`src/rtl/multicycle_control.sv`:
```
// Multicycle MIPS-subset control unit: state register, datapath control decode,
// 7-segment mnemonic of the last decoded opcode, and a retired-fetch counter.
module multicycle_control #(
  parameter int MEM_WAIT   = 1,
  parameter int SEG_DIGITS = 5,
  parameter int CNT_W      = 16
) (
  input  logic                    clk,
  input  logic                    reset,
  input  logic [5:0]              opcode,
  input  logic                    mem_ready,
  output logic                    pc_write,
  output logic                    pc_write_cond,
  output logic                    bne,
  output logic                    i_or_d,
  output logic                    ir_write,
  output logic                    mem_read,
  output logic                    mem_write,
  output logic                    mem_to_reg,
  output logic                    reg_dst,
  output logic                    reg_write,
  output logic                    alu_src_a,
  output logic [1:0]              alu_src_b,
  output logic [1:0]              alu_op,
  output logic [1:0]              pc_source,
  output logic [3:0]              state,
  output logic                    illegal_op,
  output logic [7*SEG_DIGITS-1:0] seg,
  output logic [CNT_W-1:0]        fetch_count
);

  typedef enum logic [3:0] {
    FETCH  = 4'd0,  DECODE = 4'd1,  MEMADR = 4'd2,  MEMRD = 4'd3,
    MEMWB  = 4'd4,  MEMWR  = 4'd5,  REX    = 4'd6,  RWB   = 4'd7,
    BRANCH = 4'd8,  JUMP   = 4'd9,  IEX    = 4'd10, IWB   = 4'd11
  } state_t;

  localparam logic [5:0] OP_RTYPE = 6'b000000;
  localparam logic [5:0] OP_J     = 6'b000010;
  localparam logic [5:0] OP_BEQ   = 6'b000100;
  localparam logic [5:0] OP_BNE   = 6'b000101;
  localparam logic [5:0] OP_ADDI  = 6'b001000;
  localparam logic [5:0] OP_ANDI  = 6'b001100;
  localparam logic [5:0] OP_LW    = 6'b100011;
  localparam logic [5:0] OP_SW    = 6'b101011;

  localparam logic [6:0] G_A = 7'b0001000, G_D = 7'b1000010, G_I = 7'b0110000;
  localparam logic [6:0] G_N = 7'b0101011, G_L = 7'b1000111, G_W = 7'b1001001;
  localparam logic [6:0] G_S = 7'b0100100, G_B = 7'b1100000, G_E = 7'b0110000;
  localparam logic [6:0] G_Q = 7'b0011000, G_J = 7'b1001111, G_R = 7'b0101111;
  localparam logic [6:0] G_EE = 7'b0000110, G_BL = 7'b1111111;

  // Glyphs are listed rightmost-first so digit 0 (leftmost) lands in bits [6:0].
  function automatic logic [7*SEG_DIGITS-1:0] mnemonic(input logic [5:0] opc);
    logic [7*SEG_DIGITS-1:0] s;
    logic [27:0]             g;
    s = '1;
    case (opc)
      OP_ADDI:        g = {G_I,  G_D,  G_D,  G_A};
      OP_ANDI:        g = {G_I,  G_D,  G_N,  G_A};
      OP_LW:          g = {G_BL, G_BL, G_W,  G_L};
      OP_SW:          g = {G_BL, G_BL, G_W,  G_S};
      OP_BEQ:         g = {G_BL, G_Q,  G_E,  G_B};
      OP_BNE:         g = {G_BL, G_E,  G_N,  G_B};
      OP_J:           g = {G_BL, G_BL, G_BL, G_J};
      OP_RTYPE:       g = {G_BL, G_BL, G_BL, G_R};
      default:        g = {G_BL, G_BL, G_BL, G_EE};
    endcase
    for (int unsigned i = 0; i < 4; i++) s[7*i +: 7] = g[7*i +: 7];
    return s;
  endfunction

  state_t                  state_q, state_d;
  logic [5:0]              op_q, op_d;
  logic [7*SEG_DIGITS-1:0] seg_q, seg_d;
  logic [CNT_W-1:0]        fetch_count_q, fetch_count_d;
  logic                    mem_done;

  assign mem_done = (MEM_WAIT == 0) || mem_ready;

  always_comb begin
    state_d       = state_q;
    op_d          = op_q;
    seg_d         = seg_q;
    pc_write      = 1'b0;
    pc_write_cond = 1'b0;
    bne           = 1'b0;
    i_or_d        = 1'b0;
    ir_write      = 1'b0;
    mem_read      = 1'b0;
    mem_write     = 1'b0;
    mem_to_reg    = 1'b0;
    reg_dst       = 1'b0;
    reg_write     = 1'b0;
    alu_src_a     = 1'b0;
    alu_src_b     = 2'b00;
    alu_op        = 2'b00;
    pc_source     = 2'b00;
    illegal_op    = 1'b0;

    case (state_q)
      FETCH: begin
        mem_read  = 1'b1;
        alu_src_b = 2'b01;
        if (mem_done) begin
          ir_write = 1'b1;
          pc_write = 1'b1;
          state_d  = DECODE;
        end
      end
      DECODE: begin
        alu_src_b = 2'b11;
        op_d      = opcode;
        seg_d     = mnemonic(opcode);
        case (opcode)
          OP_LW, OP_SW:     state_d = MEMADR;
          OP_RTYPE:         state_d = REX;
          OP_BEQ, OP_BNE:   state_d = BRANCH;
          OP_J:             state_d = JUMP;
          OP_ADDI, OP_ANDI: state_d = IEX;
          default: begin
            illegal_op = 1'b1;
            state_d    = FETCH;
          end
        endcase
      end
      MEMADR: begin
        alu_src_a = 1'b1;
        alu_src_b = 2'b10;
        state_d   = (op_q == OP_SW) ? MEMWR : MEMRD;
      end
      MEMRD: begin
        mem_read = 1'b1;
        i_or_d   = 1'b1;
        if (mem_done) state_d = MEMWB;
      end
      MEMWB: begin
        mem_to_reg = 1'b1;
        reg_write  = 1'b1;
        state_d    = FETCH;
      end
      MEMWR: begin
        mem_write = 1'b1;
        i_or_d    = 1'b1;
        if (mem_done) state_d = FETCH;
      end
      REX: begin
        alu_src_a = 1'b1;
        alu_op    = 2'b10;
        state_d   = RWB;
      end
      RWB: begin
        reg_dst   = 1'b1;
        reg_write = 1'b1;
        state_d   = FETCH;
      end
      BRANCH: begin
        alu_src_a     = 1'b1;
        alu_op        = 2'b01;
        pc_write_cond = 1'b1;
        pc_source     = 2'b01;
        bne           = (op_q == OP_BNE);
        state_d       = FETCH;
      end
      JUMP: begin
        pc_write  = 1'b1;
        pc_source = 2'b10;
        state_d   = FETCH;
      end
      IEX: begin
        alu_src_a = 1'b1;
        alu_src_b = 2'b10;
        alu_op    = (op_q == OP_ANDI) ? 2'b11 : 2'b00;
        state_d   = IWB;
      end
      IWB: begin
        reg_write = 1'b1;
        state_d   = FETCH;
      end
      default: state_d = FETCH;
    endcase

    // Enables are forced low for the whole reset cycle, whatever the state.
    if (reset) begin
      pc_write      = 1'b0;
      pc_write_cond = 1'b0;
      ir_write      = 1'b0;
      mem_read      = 1'b0;
      mem_write     = 1'b0;
      reg_write     = 1'b0;
      illegal_op    = 1'b0;
    end

    fetch_count_d = fetch_count_q + CNT_W'(ir_write);
  end

  always_ff @(posedge clk) begin
    if (reset) begin
      state_q       <= FETCH;
      op_q          <= '0;
      seg_q         <= '1;
      fetch_count_q <= '0;
    end else begin
      state_q       <= state_d;
      op_q          <= op_d;
      seg_q         <= seg_d;
      fetch_count_q <= fetch_count_d;
    end
  end

  assign state       = state_q;
  assign seg         = seg_q;
  assign fetch_count = fetch_count_q;

endmodule

```
`config.mk`:
```
export PLATFORM = sky130hd
export DESIGN_NAME = multicycle_control
export DESIGN_NICKNAME = d
export VERILOG_FILES = /design/src/rtl/multicycle_control.sv
export SDC_FILE = /design/constraint.sdc
export NUM_CORES = 1
export LEC_CHECK = 0
export BUFFER_PORTS_ARGS = -buffer_cell sky130_fd_sc_hd__buf_2
export CAP_MARGIN = 30
export CORE_MARGIN = 1.5
export CORE_UTILIZATION = 30
export DETAILED_ROUTE_END_ITERATION = 7
export PLACE_DENSITY_LB_ADDON = 0.15
export SYNTH_ARGS = -nofsm -noshare
export SYNTH_HDL_FRONTEND = slang
export SYNTH_SLANG_ARGS = --single-unit
```
`constraint.sdc`:
```
create_clock -name clk -period 2.7 [get_ports clk]
set_clock_uncertainty 0.2 [all_clocks]
set_input_delay 0.27 -clock clk [delete_from_list [all_inputs] [get_ports clk]]
set_output_delay 0.27 -clock clk [all_outputs]
set_load 0.005 [all_outputs]
```
Yosys cells after proc, flatten, opt, wreduce, memory -nomap -nowiden

Cells that the tools add are included.

Bits in registers: 54
Bits in latches: 0
Bits in writable memories: 0
Memory bits (read-only): 0
Output and inout port bits: 73
Memories kept: 0

Add/subtract/negate cells: 1
Multiply operators: 0
Divide/modulo/power cells: 0
Magnitude comparators: 0
Eq/ne operators: 24
Shift operators: 0
Mux-type cells: 32
Bitwise gates (word level): 0
Reduce and logical (&&, ||, !) cells: 12

Operator list:

| cell                 | count |
|---|---|
| $pmux W28 S8         | 1 |
| $pmux W4 S7          | 1 |
| $mux W1              | 20 |
| $pmux W4 S5          | 1 |
| $eq A6 B3 Y1 const B | 3 |
| $eq A6 B4 Y1 const B | 3 |
| $eq A6 B6 Y1 const B | 3 |
| $add A16 B1 Y16      | 1 |
| $eq A4 B3 Y1 const B | 4 |
| $eq A4 B4 Y1 const B | 4 |
| $mux W4              | 3 |
| $pmux W2 S3          | 2 |
| $reduce_or A2 Y1     | 6 |
| $eq A4 B2 Y1 const B | 2 |
| $reduce_or A8 Y1     | 1 |
| $eq A6 B2 Y1 const B | 1 |
| $logic_not A6 Y1     | 1 |
| $ne A2 B2 Y1 const B | 3 |
| $eq A4 B1 Y1 const B | 1 |
| $logic_not A4 Y1     | 1 |
| $pmux W2 S2          | 1 |
| $reduce_or A4 Y1     | 1 |
| $mux W3              | 1 |
| $reduce_and A3 Y1    | 1 |
| other kinds (3)      | 3 |

Depth between registers and ports, before layout

Gate-level depths: netlist (run 1).

Word-level depth: 5
Gate-level depth with buffers: 9
Gate-level depth less buffers: 8

Worst setup path before layout (run 1)

Ideal clock, no wire load.

Path type: reg2reg
Start point: register state_q[3], in the netlist state[3]
End point: register fetch_count_q[14], in the netlist fetch_count[14]
Setup time: 0.128 ns
Arrival time: 2.300 ns
Setup slack: 0.073 ns
Cell stages (with the launch flop): 10
Path buffers: 1
Clock period less this slack: 2.627 ns
Cells stage by stage: dfxtp_1 clkbuf_1 or3_1 nor4_1 ha_1 ha_1 nand2_1 nor4_1 xnor2_1 nor2_1

Longest elaborated chain between the ends: 4

RTL lines:

| item                   | RTL line | text |
|---|---|---|
| from (decl)            | 73       | `state_t state_q, state_d;` |
| from (signal assigned) | 204      | `state_q <= state_d;` |
| $logic_not A4 Y1       | 101      | `case (state_q)` |
| $mux W1                | 101      |  |
| $mux W1                | 184      | `if (reset) begin` |
| via ir_write           | 16       | `output logic ir_write,` |
| $add A16 B1 Y16        | 194      | `fetch_count_d = fetch_count_q + CNT_W'(ir_write);` |
| to (signal assigned)   | 207      | `fetch_count_q <= fetch_count_d;` |
| to (decl)              | 76       | `logic [CNT_W-1:0] fetch_count_q, fetch_count_d;` |

The timed path passes the listed nets, and every way through them passes these cells.
A chain may end at the register's enable or synchronous reset.

Worst setup path after layout (run 1)

Start point: register state_q[2], in the netlist state[2]
End point: output port illegal_op

Longest elaborated chain between the ends: 3

RTL lines:

| item         | RTL line | text |
|---|---|---|
| $eq A4 B1 Y1 | 101      |  |
| $mux W1      | 101      |  |
| $mux W1      | 184      |  |
| to (decl)    | 27       | `output logic illegal_op,` |

No other way between the ends.

==> metrics, run 1 <==
R2R Path End fetch_count[14]; CP Launch Type flip-flop; area delta synth->final 19.0%; DR iter-0 viols 150; run status finished, final reports clean; RSZ-0062 raised after global routing no; I/O Buffers 72; DRT Wirelength 6.00 mm; required time of the critical path 2.23 ns; syn_area_per_cell 7.86 sq um; Starting Density 30.7%; number of buffers created by CTS 5; EDFF count, synth 0; crit path time final 2.50 ns; routed length per instance 13.1 um; Synth Cell Area 0.00236 sq mm; final net count 365; unique cell type count in the Yosys netlist 53; setup TNS 0 ns; number of antenna diodes 0; Hold EP op_q[2]; GRT met1 Usage 19.3%; yosys warns 0; max incr delay on CP 0.54 ns; worst hold path class primary input to flip-flop; row count 32; Worst IR Drop VDD 0.000186 V; io pins 82; pwr dens 467 mW/mm^2; htree depth 2; gr busiest metal met2; Hold Vio Cnt, Final 0; Clock transition at path regs 0.09 ns; highest clock rate 399 MHz; WP data arrival 2.03 ns; vias in the first global route 1998; Leak 0.00114 uW; hold_sp opcode[2]; core area 0.00769 sq mm; first-pass GRT wire length 9.85 mm; share of cells above drive strength 1 27.6%; Seq cells post-synth 43; sequential cell area 861 sq um; maximum number of pins on one net before global-route repair 44; Die ar. 0.00840 sq mm; reg-to-reg slack, setup 0.27 ns; Critical path origin state[2]; CP endpoint kind output pin; Post-synth top flop dfxtp_1; GRT met2 Usage 23.9%; Max Cap Viol 0; Worst Reg2Reg Path Length in Cells 8; count of final setup violators 0; GRT Resource Usage Total 14.5%; Post-CTS Resized 0; worst-skew pair later-pin latency 0.29 ns; initial antenna violation count 0; vias per cell 4.87; CTS tree built; clock sink count 43; clock buffer depth 2; Post-synth ARST share 0%; worst hold path depth 3; critical path class flip-flop to output pin; RR Startpoint state[3]; # Post-CTS Setup Buffers 0; final worst-path cycle share 92.8%; clk root buf clkbuf_8; dpl hpwl 4.27 mm; DR vias 2226; Die Ht 91.7 um; Final ANT Viol Nets 0; number of remaining DRC errors 0; Detailed Routing Iterations Pass 1 4; post-synthesis cell count 300; hold_buf cts 0; Slew Limit Fails 0; largest fanout on the critical path 19; dpl cell area 0.00270 sq mm; design area 0.00281 sq mm; GR Overflow Total 0; die boundary width 91.7 um; share of the yosys chip area belonging to registers 36.5%; slowest cell on the critical path or4b_4; gpl congestion 0.734; Critical Path, Cell by Cell buf_4 -> or4b_4 -> a311o_1 -> nor3_1 -> buf_2; area of the multi-input gates 0.00128 sq mm; grt met3 use 2.74%; Fill cells 842
-- layout make-up --
cell class / instances / share of cell area, %
well taps: 102 / 4.55
multi-input cells: 219 / 45.5
inverters: 5 / 0.668
clock inverters: 1 / 0.267
repair buffers: 80 / 15.0
clock buffers: 7 / 3.43
flip-flops and latches: 43 / 30.7
-- synth_stat cells, drive strengths merged (3+ instances only) --
cell type / instances / share of area (%)
a21o: 3 / 0.95
a21oi: 20 / 4.2
a31oi: 3 / 0.80
buf: 24 / 7.4
clkbuf: 17 / 2.7
dfxtp: 43 / 36
inv: 5 / 0.80
nand2: 37 / 5.9
nand2b: 10 / 2.7
nand3: 16 / 3.4
nand3b: 4 / 1.3
nand4: 4 / 1.1
nor2: 24 / 3.8
nor2b: 5 / 1.3
nor3: 15 / 3.2
nor4: 7 / 1.9
o21ai: 8 / 1.9
or3: 7 / 2.1
xnor2: 10 / 3.7
xor2: 3 / 1.1
-- through the flow --
stage | hold WS [ns] | total power [uW] | utilization (%) | std cells | setup slack (ns)
global placement | 0.229 | 868 | 35.1 | 449 | 0.249
CTS | 0.103 | 1340 | 36.4 | 457 | 0.178
finish | 0.124 | 1310 | 36.5 | 457 | 0.195
global route | 0.130 | 1380 | 36.5 | 457 | 0.0485
floorplan | 0.239 | 820 | - | 308 | 0.0727
detailed placement | 0.234 | 868 | 35.1 | 449 | 0.169
-- how the worst max path moves through the flow --
stage                       to  slack [ns]  depth (start not counted)
4_1_cts             illegal_op        0.18                          5
6_report            illegal_op        0.20                          5
3_5_place_dp   fetch_count[14]        0.17                          9
3_3_place_gp   fetch_count[14]        0.25                          9
5_1_grt        fetch_count[14]        0.05                          8
2_1_floorplan  fetch_count[14]        0.07                          9
-- logic make-up (layout without fill, tap and decap cells) --
logic type | after synthesis | after routing | share of synthesized area [%]
fa+ha+maj | 2 | 2 | 1.06
compound gates | 53 | 53 | 14.9
simple gates | 142 | 142 | 31.6
buf+inv | 46 | 93 | 10.9
other cells | 1 | 9 | 0.159
flops | 43 | 43 | 36.5
xor+xnor | 13 | 13 | 4.83
-- flip-flops by register name (all words and copies together) (netlist names) --
| name | cells |
|---|---|
| seg | 17 |
| fetch_count | 16 |
| op_q | 6 |
| state | 4 |
-- worst max-delay path: cells and delay by family (launching register included) --
kind / cells / cell delay (ns)
compound gates: 1 / 0.33
buf+inv: 2 / 0.34
flops: 1 / 0.31
simple gates: 2 / 0.75
-- power by group --
group          switching (uW)  leakage (uW)  internal, uW
sequential               17.1      0.000351           659
clock                     224     0.0000505           233
combinational             104      0.000744          72.4
-- layout by cell type (no fill, tap or decap), drive strengths merged, types with 3 or more instances in the layout --
cell and count:
a21o 3, nor2b 5, nor4 7, xor2 3, a21oi 20, nand2b 10
nor2 24, buf 80, nand3 16, inv 5, nand4 4, o21ai 8
or3 7, nand3b 4, nor3 15, nand2 37, conb 9, dfxtp 43
a31oi 3, clkbuf 7, xnor2 10
-- routing by layer --
metal | vias to the layer above | routed length [um]
met1 | 1034 | 2980
met5 | - | 0
met3 | 4 | 270
met4 | 0 | 55
li1 | 1130 | -
met2 | 58 | 2700
No activity file was read; power rests on OpenSTA's default activity.
==> inputs of run 2 (changes only) <==
- CORE_UTILIZATION: 30 -> 50
==> metrics, run 2 (synthesis gave the netlist of run 1 again) <==
run status finished with violations; failing checks design-rule violations; dpl hpwl 3.82 mm (-10%); WP data arrival 2.08 ns (+0.05 ns); setup TNS 0 ns (unchanged); clock sink count 43 (unchanged); max reg flops 17 (unchanged); GRT Resource Usage Total 21.2% (+6.7 points); largest fanout on the critical path 13 (-6); Max Cap Viol 0 (unchanged); hold_buf cts 0 (unchanged); Place WS 0.194 ns (+0.0252 ns); first-pass GRT wire length 8.90 mm (-9.7%); number of buffers created by CTS 5 (unchanged); number of antenna diodes 0 (unchanged); DRT Wirelength 5.43 mm (-9.5%); highest clock rate 392 MHz (-1.7%); Slew Limit Fails 0 (unchanged); GR Overflow Total 0 (unchanged); pwr dens 475 mW/mm^2 (+1.9%); area delta synth->final 16.4%; # Post-CTS Setup Buffers 0 (unchanged); Worst IR Drop VDD 0.000326 V (+76%); count of final setup violators 0 (unchanged); RSZ-0062 raised after global routing no; final worst-path cycle share 94.4% (+1.6 points); htree depth 2 (unchanged); gpl congestion 0.798 (+8.7%); DR iter-0 viols 85 (-43%); sequential cell area 861 sq um (unchanged); clk root buf clkbuf_8; row count 24 (-25%); Hold Vio Cnt, Final 0 (unchanged); final worst slack 0.151 ns (-0.0442 ns); Die ar. 0.00514 sq mm (-39%); final net count 365 (unchanged); Placed Cells 399 (-11%); Clock transition at path regs 0.08 ns (about the same); vias in the first global route 1939 (-3.0%); worst-skew pair later-pin latency 0.30 ns (about the same); maximum number of pins on one net before global-route repair 44 (unchanged); I/O Buffers 72 (unchanged); CP Launch Type flip-flop; required time of the critical path 2.23 ns (about the same); Leak 0.00114 uW (unchanged); critical path class flip-flop to output pin; io pins 82 (unchanged); crit path time final 2.55 ns (+0.0442 ns); share of cells above drive strength 1 27.6% (unchanged); DR vias 2253 (+1.2%); vias per cell 5.54 (+14%); commonest non-fill, non-tap cell in the layout buf_2; Final ANT Viol Nets 0 (unchanged); clock buffer depth 2 (unchanged); Detailed Routing Iterations Pass 1 8 (+4); number of remaining DRC errors 4 (+4); final core utilization 61.8% (+25 points); Post-CTS Resized 0 (unchanged); Starting Density 53.1% (+22 points); Post-Layout Cell Count 407 (-11%); CTS tree built; routed length per instance 13.3 um (+1.6%); area of the multi-input gates 0.00128 sq mm (unchanged); Die Ht 71.7 um (-22%); initial antenna violation count 0 (unchanged); CP endpoint kind output pin; Fill cells 425 (-50%); most frequent cells in the layout buf_2 (72), dfxtp_1 (43), nand2_1 (37), nor2_1 (24), a21oi_1 (20); core area 0.00444 sq mm (-42%); worst hold path class primary input to flip-flop; die boundary width 71.7 um (-22%)
## run 2: cell counts in the layout (fill, tap and decap cells not counted)
Identical to the previous run, type by type.
## run 2: power by group
part	internal [uW]	leakage (uW)	switching [uW]
Combinational	72.6	0.000744	102
Sequential	659	0.000351	15.2
Clock	233	0.0000505	223
Total	965	0.00114	341
## run 2: worst paths after layout
| path | startpoint | endpoint | slack (ns) | cells past startpoint |
|---|---|---|---|---|
| setup / recovery | state[3] | illegal_op | 0.15 | 5 |
| hold / removal | opcode[2] | seg[13] | 0.11 | 2 |
| setup reg to reg | state[3] | fetch_count[12] | 0.32 | 8 |
| hold reg to reg | seg[9] | seg[9] | 0.24 | 2 |
## run 2: critical path: stages (launching register included)
cell,delay (ns)
dfxtp_1,0.31
buf_4,0.18
or4b_4,0.55
a311o_1,0.33
nor3_1,0.25
buf_2,0.16
## run 2: layout make-up
class	instances	area share (%)
Multi-Input combinational cell	219	46.5
Clock inverter	1	0.273
Sequential cell	43	31.4
Tap cell	52	2.37
Timing Repair Buffer	80	15.3
Clock buffer	7	3.51
Inverter	5	0.684
## run 2: metal layers
| layer | up-vias | share of wire [%] | routed length [um] | global-route usage, % |
|---|---|---|---|---|
| met5 | - | 0 | 0 | 0 |
| met4 | 0 | 1.2 | 65 | 6.71 |
| li1 | 1136 | - | - | - |
| met1 | 1053 | 46 | 2510 | 27.4 |
| met2 | 56 | 48 | 2610 | 35.5 |
| met3 | 8 | 4.5 | 243 | 4.50 |
## run 2: through the flow
| stage | hold WS, ns | instance area (sq um) | total power (uW) |
|---|---|---|---|
| CTS | 0.0920 | 2740 | 1320 |
| floorplan | 0.239 | 2390 | 820 |
| detailed placement | 0.232 | 2640 | 864 |
| finish | 0.109 | 2750 | 1310 |
| global placement | 0.229 | 2640 | 862 |
| global route | 0.102 | 2750 | 1370 |
==> inputs of run 3 (changes only) <==
- CELL_PAD_IN_SITES_DETAIL_PLACEMENT: unset -> 0
- CELL_PAD_IN_SITES_GLOBAL_PLACEMENT: unset -> 2
- CORE_UTILIZATION: 50 -> 27
==> metrics, run 3 (synthesis gave the netlist of run 1 again) <==
run status finished, final reports clean; dpl hpwl 4.74 mm (+24%); first-pass GRT wire length 10.7 mm (+20%); crit path time final 2.58 ns (+0.0357 ns); Slew headroom 66.3%; worst slew pin tran 0.503 ns; GRT Resource Usage Total 14.8% (-6.4 points); I/O Buffers 72 (unchanged); DRT Wirelength 6.75 mm (+24%); RSZ-0062 raised after global routing no; worst hold slack 0.104 ns (-0.00515 ns); largest fanout on the critical path 13 (unchanged); required time of the critical path 2.23 ns (about the same); number of antenna diodes 0 (unchanged); final worst-path cycle share 95.7% (+1.3 points); count of final setup violators 0 (unchanged); total power 1390 uW (+6.7%); setup TNS 0 ns (unchanged); Detailed Routing Iterations Pass 1 4 (-4); number of remaining DRC errors 0 (-4); Fill cells 932 (+120%); Worst Reg2Reg Path Length in Cells 8 (unchanged); GR Overflow Total 0 (unchanged); worst hold path class primary input to flip-flop; maximum number of pins on one net before global-route repair 44 (unchanged); vias per cell 4.91 (-11%); clock buffer depth 2 (unchanged); Die ar. 0.00930 sq mm (+81%); Die Ht 96.5 um (+35%); Placed Cells 453 (+14%); RR Startpoint state[3]; gpl congestion 0.727 (-8.8%); pwr dens 491 mW/mm^2 (+3.4%); Max Cap Viol 0 (unchanged); share of cells above drive strength 1 27.8% (+0.20 points); Final ANT Viol Nets 0 (unchanged); number of buffers created by CTS 5 (unchanged); critical path class flip-flop to output pin; worst hold path depth 3 (+1); Hold EP op_q[2]; clk root buf clkbuf_8; Worst IR Drop VDD 0.000209 V (-36%); Starting Density 28.3% (-25 points); worst-skew pair later-pin latency 0.30 ns (about the same); sequential cell area 861 sq um (unchanged); CTS tree built; WP data arrival 2.11 ns (+0.03 ns); DR iter-0 viols 83 (-2.4%); die boundary width 96.5 um (+35%); Hold Vio Cnt, Final 0 (unchanged); clock sink count 43 (unchanged); max reg flops 17 (unchanged); highest clock rate 387 MHz (-1.4%); final net count 366 (+0.27%); Post-Layout Cell Count 461 (+13%); DR vias 2262 (+0.40%); io pins 82 (unchanged); core area 0.00834 sq mm (+88%); Leak 0.00116 uW (+1.3%); routed length per instance 14.6 um (+9.7%); commonest non-fill, non-tap cell in the layout buf_2; vias in the first global route 2041 (+5.3%); initial antenna violation count 0 (unchanged); most frequent cells in the layout buf_2 (72), dfxtp_1 (43), nand2_1 (37), nor2_1 (24), a21oi_1 (20); area of the multi-input gates 0.00128 sq mm (unchanged); area delta synth->final 20.1%; Slew Limit Fails 0 (unchanged); Clock transition at path regs 0.09 ns (about the same); reg-to-reg slack, setup 0.21 ns (-0.11 ns); row count 33 (+38%); CP endpoint kind output pin; hold_buf cts 0 (unchanged); CP Launch Type flip-flop; hold_sp opcode[2]; R2R Path End fetch_count[14]; final core utilization 34.0% (-28 points); htree depth 2 (unchanged)
run 3: worst max-delay path by stage:
stage / from / to / slack (ns) / cells past startpoint
after floorplan: state[3] / fetch_count[14] / 0.07 / 9
after global placement: reset / fetch_count[14] / 0.27 / 9
after detailed placement: reset / fetch_count[14] / 0.19 / 9
after CTS: state[3] / illegal_op / 0.12 / 5
after global routing: state[3] / fetch_count[14] / 0.001 / 8
final: state[3] / illegal_op / 0.12 / 5
run 3: per-layer routing:
metal / GRT usage [%] / wire [um]
met3: 2.74 / 277
met5: 0 / 0
met4: 3.99 / 50
met2: 22.3 / 3050
met1: 21.4 / 3370
run 3: per-stage QoR:
step	setup WS, ns	instance area [sq um]
global placement	0.271	2710
global route	0.00140	2830
detailed placement	0.189	2710
CTS	0.124	2830
floorplan	0.0727	2390
finish	0.115	2830
run 3: what timing repair did:
item | 4_1_cts | 5_1_grt
setup endpoints to repair | 0 | 1
buffers inserted | 0 | 0
resized for setup | 0 | 1
run 3: final cells by class:
class / instances / area share (%)
well taps: 105 / 4.64
clock inverters: 2 / 1.24
multi-input cells: 219 / 45.1
repair buffers: 81 / 15.1
inverters: 5 / 0.663
clock buffers: 6 / 2.92
flip-flops and latches: 43 / 30.4
run 3: power breakdown:
part / switching [uW] / internal [uW] / leakage (uW)
combinational: 109 / 73.5 / 0.000748
sequential: 15.7 / 659 / 0.000351
clock: 235 / 300 / 0.0000612
run 3: critical path, stage by stage (launching register included):
cell	delay, ns
dfxtp_1	0.33
buf_4	0.19
or4b_4	0.56
a311o_1	0.33
nor3_1	0.25
buf_2	0.17
